## config.mk

```make
export PLATFORM = sky130hd
export DESIGN_NAME = zero_run_detector
export DESIGN_NICKNAME = d
export VERILOG_FILES = /design/src/rtl/zero_run_detector.sv
export SDC_FILE = /design/constraint.sdc
export NUM_CORES = 1
export LEC_CHECK = 0
export BUFFER_PORTS_ARGS = -buffer_cell sky130_fd_sc_hd__buf_2
export CAP_MARGIN = 15
export CORE_MARGIN = 2
export CORE_UTILIZATION = 42
export CTS_BUF_LIST = sky130_fd_sc_hd__clkbuf_8 sky130_fd_sc_hd__clkbuf_16
export DETAILED_ROUTE_END_ITERATION = 12
export PLACE_DENSITY = 0.76
export RECOVER_POWER = 50
export SETUP_SLACK_MARGIN = 0.1
export SLEW_MARGIN = 25
export SYNTH_ARGS = -nofsm -noshare
export SYNTH_HDL_FRONTEND = slang
export SYNTH_SLANG_ARGS = --single-unit
```

## constraint.sdc

```tcl
create_clock -name clk_i -period 2.8 [get_ports clk_i]
set_input_delay 0.14 -clock clk_i [delete_from_list [all_inputs] [get_ports clk_i]]
set_output_delay 0.14 -clock clk_i [all_outputs]
set_load 0.1 [all_outputs]
```

## src/rtl/zero_run_detector.sv

```systemverilog
// ---------------------------------------------------------------------------
// zero_run_detector
//
// Clocked zero-word detector with a per-bit ignore mask and a consecutive
// zero-run counter. A run is flagged once its length reaches a programmable
// threshold. The block is meant to sit beside datapath ALUs and shifters as a
// status/flag source.
//
// Parameters
//   WIDTH   data word width in bits (>= 1)
//   CNT_W   width of the run counter and threshold (>= 1); the counter
//           saturates at 2^CNT_W-1
//
// Ports
//   clk_i      clock, all state updates on the rising edge
//   rst_i      asynchronous active-high reset
//   en_i       word valid; a_i is only sampled when en_i=1
//   clr_i      synchronous clear of counter, FSM and sticky flag
//   a_i        data word under test
//   mask_i     1 = ignore that bit of a_i in the zero test
//   thresh_i   run length that triggers a hit; 0 disables hits
//   z_o        registered zero result of the last accepted word
//   run_o      current consecutive-zero run length (saturating)
//   hit_o      one-cycle pulse when run_o first reaches thresh_i in a run
//   sticky_o   set with hit_o, held until clr_i or rst_i
//   state_o    debug view of the FSM: 00 IDLE, 01 COUNT, 10 HITD
//
// Priority per edge: rst_i > clr_i > en_i. All outputs come straight from
// flops, so every result appears one cycle after the accepting edge.
// ---------------------------------------------------------------------------
module zero_run_detector #(
  parameter int WIDTH = 8,
  parameter int CNT_W = 4
) (
  input  logic             clk_i,
  input  logic             rst_i,
  input  logic             en_i,
  input  logic             clr_i,
  input  logic [WIDTH-1:0] a_i,
  input  logic [WIDTH-1:0] mask_i,
  input  logic [CNT_W-1:0] thresh_i,
  output logic             z_o,
  output logic [CNT_W-1:0] run_o,
  output logic             hit_o,
  output logic             sticky_o,
  output logic [1:0]       state_o
);

  // -------------------------------------------------------------------------
  // FSM encoding; the codes double as the debug state_o value.
  // -------------------------------------------------------------------------
  typedef enum logic [1:0] {
    ST_IDLE  = 2'b00,  // no run in progress
    ST_COUNT = 2'b01,  // run in progress, threshold not yet reached
    ST_HITD  = 2'b10   // threshold reached, hit already reported for this run
  } state_t;

  localparam logic [CNT_W-1:0] RUN_MAX = {CNT_W{1'b1}};

  // -------------------------------------------------------------------------
  // Registered state
  // -------------------------------------------------------------------------
  state_t           state_q, state_d;
  logic             z_q, z_d;
  logic [CNT_W-1:0] run_q, run_d;
  logic             hit_q, hit_d;
  logic             sticky_q, sticky_d;

  // -------------------------------------------------------------------------
  // Zero test: a bit only counts against "zero" when it is set and not
  // masked. Works unchanged for WIDTH=1.
  // -------------------------------------------------------------------------
  logic [WIDTH-1:0] live_bits;
  logic             zero_word;

  genvar gi;
  generate
    for (gi = 0; gi < WIDTH; gi++) begin : g_live
      assign live_bits[gi] = a_i[gi] & ~mask_i[gi];
    end
  endgenerate

  assign zero_word = ~|live_bits;

  // -------------------------------------------------------------------------
  // Saturating increment of the run length. Holding at RUN_MAX (rather than
  // wrapping) keeps a long run from ever looking like a fresh, short one.
  // -------------------------------------------------------------------------
  logic [CNT_W-1:0] run_inc;
  logic             thresh_met;

  assign run_inc    = (run_q == RUN_MAX) ? run_q : run_q + 1'b1;
  // thresh_i is sampled live each accepting edge; zero disables hits.
  assign thresh_met = (thresh_i != '0) && (run_inc >= thresh_i);

  // -------------------------------------------------------------------------
  // Next-state / output logic
  // -------------------------------------------------------------------------
  always_comb begin
    // Defaults: hold everything, except the hit pulse which self-clears.
    state_d  = state_q;
    z_d      = z_q;
    run_d    = run_q;
    hit_d    = 1'b0;
    sticky_d = sticky_q;

    if (clr_i) begin
      // Clear wins over a simultaneous valid word; a_i is ignored.
      state_d  = ST_IDLE;
      z_d      = 1'b0;
      run_d    = '0;
      sticky_d = 1'b0;
    end else if (en_i) begin
      if (!zero_word) begin
        // An accepted non-zero word is the only data event that ends a run.
        state_d = ST_IDLE;
        z_d     = 1'b0;
        run_d   = '0;
      end else begin
        z_d   = 1'b1;
        run_d = run_inc;
        unique case (state_q)
          ST_IDLE, ST_COUNT: begin
            if (thresh_met) begin
              state_d  = ST_HITD;
              hit_d    = 1'b1;
              sticky_d = 1'b1;
            end else begin
              state_d  = ST_COUNT;
            end
          end
          ST_HITD: begin
            // Already reported this run: no further pulses, even if the
            // run grows or the threshold moves.
            state_d = ST_HITD;
          end
          default: begin
            // Unreachable encoding: recover to a clean idle state.
            state_d = ST_IDLE;
            run_d   = '0;
            z_d     = 1'b0;
          end
        endcase
      end
    end
    // en_i=0 and clr_i=0: gap cycle; everything holds, hit drops.
  end

  // -------------------------------------------------------------------------
  // State registers
  // -------------------------------------------------------------------------
  always_ff @(posedge clk_i or posedge rst_i) begin
    if (rst_i) begin
      state_q  <= ST_IDLE;
      z_q      <= 1'b0;
      run_q    <= '0;
      hit_q    <= 1'b0;
      sticky_q <= 1'b0;
    end else begin
      state_q  <= state_d;
      z_q      <= z_d;
      run_q    <= run_d;
      hit_q    <= hit_d;
      sticky_q <= sticky_d;
    end
  end

  // -------------------------------------------------------------------------
  // Outputs straight from flops
  // -------------------------------------------------------------------------
  assign z_o      = z_q;
  assign run_o    = run_q;
  assign hit_o    = hit_q;
  assign sticky_o = sticky_q;
  assign state_o  = state_q;

endmodule

```

==> out/metrics.cfg <==
[run_status]
status = finished clean

[cells_and_area]
layout.cells.most_common = buf_2
area.growth.synth_to_final_pct = 38.91
layout_common_cells = buf_2, inv_1, nor2_1, dfrtp_1, ha_1
diodes = 0
nFillCells = 117
final_layout_size_suffix_gt1_share_pct = 38.10
finalInstanceArea_sq_um = 830.8
fin_nets = 135

[setup_path]
crit_path_max_fanout = 5
cp-start-kind = flip-flop
rr_worst_depth = 8
critical_path.endpoint_type = flip-flop
cp_data_arrival_time_ps = 2520
path_class = reg2reg
cp.required_ps = 2960
worst_r2r_endpoint = state_o[0]$_DFFE_PP0N_
regToRegSetupSlack_ps = 440
r2r_start = run_o[0]$_DFFE_PP0N_

[route]
via_count = 621
via_per_inst = 5.175
drt-pass1-iter-count = 4
drtAntennaViolNets = 0
drt_wl_total_um = 1413
drcViolationCount = 0
post_drt_wl_per_cell_um = 11.78
drtIter0Drc = 12

[placed_design]
placed_area_sq_um = 779.5
gp_congestion = 0.8133
portBuffers = 32
dp.final_hpwl_um = 1168

[global_routing]
grt_pass1_vias = 561
grt_pass1_wl_um = 2366
antenna_found_initial = 0
gr-total-overflow = 0
grt_max_degree = 10
grt_usage_pct = 17.25

[cts]
cts.clk_slew.worst_paths_ps = 40
h-tree-depth = 1
postCtsSetupRepairBufs = 0
root_buffer = clkbuf_8
clk_latency_ps = 230
cts_tree = built
cts_made_buffers = 3
numClockSinks = 9
ctsLongestPathBuffers = 2

[timing]
slew_headroom_pct = 23.07
tightestPinTransition_ps = 1159
period_needed_ps = 2361
rsz0062_at_grt = false
slew_viol_final = 0
finalHoldViolations = 0
max_freq_mhz = 423.5
setup_violations = 0
fin_crit_sh_pct = 84.33
clock_skew_ps = 1.579
tns_ps = 0

[floorplanning]
pin_count = 33
core.rowCount = 13
die_area_sq_mm = 0.001742
die_y_um = 41.74
start_util_pct = 45.39
die_x_um = 41.74
coreArea_sq_mm = 0.001318

[run]
maxCapViolCount = 0

[min_path]
holdPathStages = 2
hold_path.class = in2reg
whs_endpoint = sticky_o$_DFFE_PP0P_
min_from = clr_i

[synth]
ys_ff_latch = 9
yosysWarnings = 0
netlist_area_sq_um = 598.1
ys_types = 26
syn-num-nets = 97
syn_avg_cell_area_sq_um = 8.795
ys_seq_area_share_pct = 37.66
synth_cells = 68

[pwr]
powerDensity_mw_per_mm2 = 397.3
ir_drop_uv = 256.6
leakage_uw = 0.0004665

==> sequential cells by signal, summed over array words and instances, names as in the netlist <==
register	cells
z_o	1
run_o	4
hit_o	1
sticky_o	1
state_o	2
==> Yosys cell counts <==
| cell type | count | area (sq um) |
|---|---|---|
| nor2b_1 | 3 | 18.77 |
| a22oi_1 | 1 | 7.510 |
| a41oi_1 | 1 | 8.760 |
| a21oi_1 | 2 | 10.01 |
| ha_1 | 5 | 62.56 |
| nor2_1 | 7 | 26.28 |
| inv_1 | 13 | 48.80 |
| and3_2 | 1 | 7.510 |
| nand2_1 | 4 | 15.01 |
| nor4_1 | 1 | 6.260 |
| nor4_2 | 1 | 12.51 |
| dfrtp_1 | 9 | 225.2 |
| a222oi_1 | 1 | 10.01 |
| o22ai_1 | 2 | 12.51 |
| mux2_2 | 1 | 11.26 |
| nand2b_1 | 1 | 6.260 |
| a22o_2 | 3 | 30.03 |
| and3_1 | 1 | 6.260 |
| nand4_1 | 2 | 12.51 |
| nor3_1 | 1 | 5.000 |
| a32o_1 | 1 | 10.01 |
| o21ai_0 | 2 | 10.01 |
| nand3_1 | 2 | 10.01 |
| and4_1 | 1 | 8.760 |
| xnor2_1 | 1 | 8.760 |
| o31ai_1 | 1 | 7.510 |
==> where the power goes <==
group          internal (uW)  switching, uW  total (uW)
Sequential               132           1.25         133
Clock                   95.2           47.6         143
Combinational           22.0           32.1        54.1
Total                    249           80.9         330
==> metrics by stage <==
| stage | setup WS (ps) | instances | util (%) | total power (uW) | hold WS (ps) |
|---|---|---|---|---|---|
| floorplan | 202.0 | 68 | - | 166.0 | -32.22 |
| global placement | 528.9 | 115 | 59.16 | 187.1 | 107.5 |
| detailed placement | 451.6 | 115 | 59.16 | 188.6 | 118.9 |
| CTS | 457.4 | 120 | 63.34 | 333.4 | 120.3 |
| global route | 318.8 | 120 | 63.06 | 348.6 | 141.0 |
| finish | 438.8 | 120 | 63.06 | 330.1 | 123.1 |
==> worst max path at each step <==
stage                     slack [ps]  cells past startpoint            startpoint                      to
after global routing             320                      8  run_o[0]$_DFFE_PP0N_    sticky_o$_DFFE_PP0P_
after CTS                        460                      8  run_o[0]$_DFFE_PP0N_  state_o[0]$_DFFE_PP0N_
after floorplan                  200                      7  run_o[2]$_DFFE_PP0N_  state_o[0]$_DFFE_PP0N_
after detailed placement         450                      8  run_o[0]$_DFFE_PP0N_    sticky_o$_DFFE_PP0P_
final                            440                      8  run_o[0]$_DFFE_PP0N_  state_o[0]$_DFFE_PP0N_
after global placement           530                      8  run_o[0]$_DFFE_PP0N_    sticky_o$_DFFE_PP0P_
==> routing by layer <==
metal | vias up | global-route usage [%] | wire length (um)
met5 | - | 0 | 0
met2 | 22 | 28.44 | 711
met1 | 281 | 22.58 | 623
li1 | 316 | - | -
met3 | 2 | 3.043 | 64
met4 | 0 | 5.806 | 14
==> worst max-delay path, stage by stage, from the launching register on <==
cell     delay (ps)
dfrtp_2         430
ha_1            240
nand3_1         130
mux2_2          360
ha_1            260
o21ai_0         160
a21oi_1          60
o31ai_1         410
a32o_1          230
==> cells by family (layout without fill, tap and decap cells) <==
family / Yosys count / in the layout / synth area share, %
simple gates: 25 / 25 / 22.60
compound gates: 14 / 14 / 17.78
buf+inv: 13 / 50 / 8.160
flops: 9 / 9 / 37.66
fa+ha+maj: 5 / 5 / 10.46
xor+xnor: 1 / 1 / 1.465
mux: 1 / 1 / 1.883
==> layout make-up <==
class,count,area (sq um),share of cell area (%)
inverters,13,48.80,5.873
multi-input cells,46,324.1,39.01
well taps,15,18.77,2.259
flip-flops and latches,9,227.7,27.41
clock inverters,1,3.754,0.4518
clock buffers,3,41.29,4.970
repair buffers,33,166.4,20.03
==> what timing repair did <==
action	in CTS	in global routing
setup endpoints to repair	0	0
hold buffers	1	0
gates resized for setup	0	0
hold endpoints to repair	9	0
Note: power is estimated with default switching activity, not from simulation.
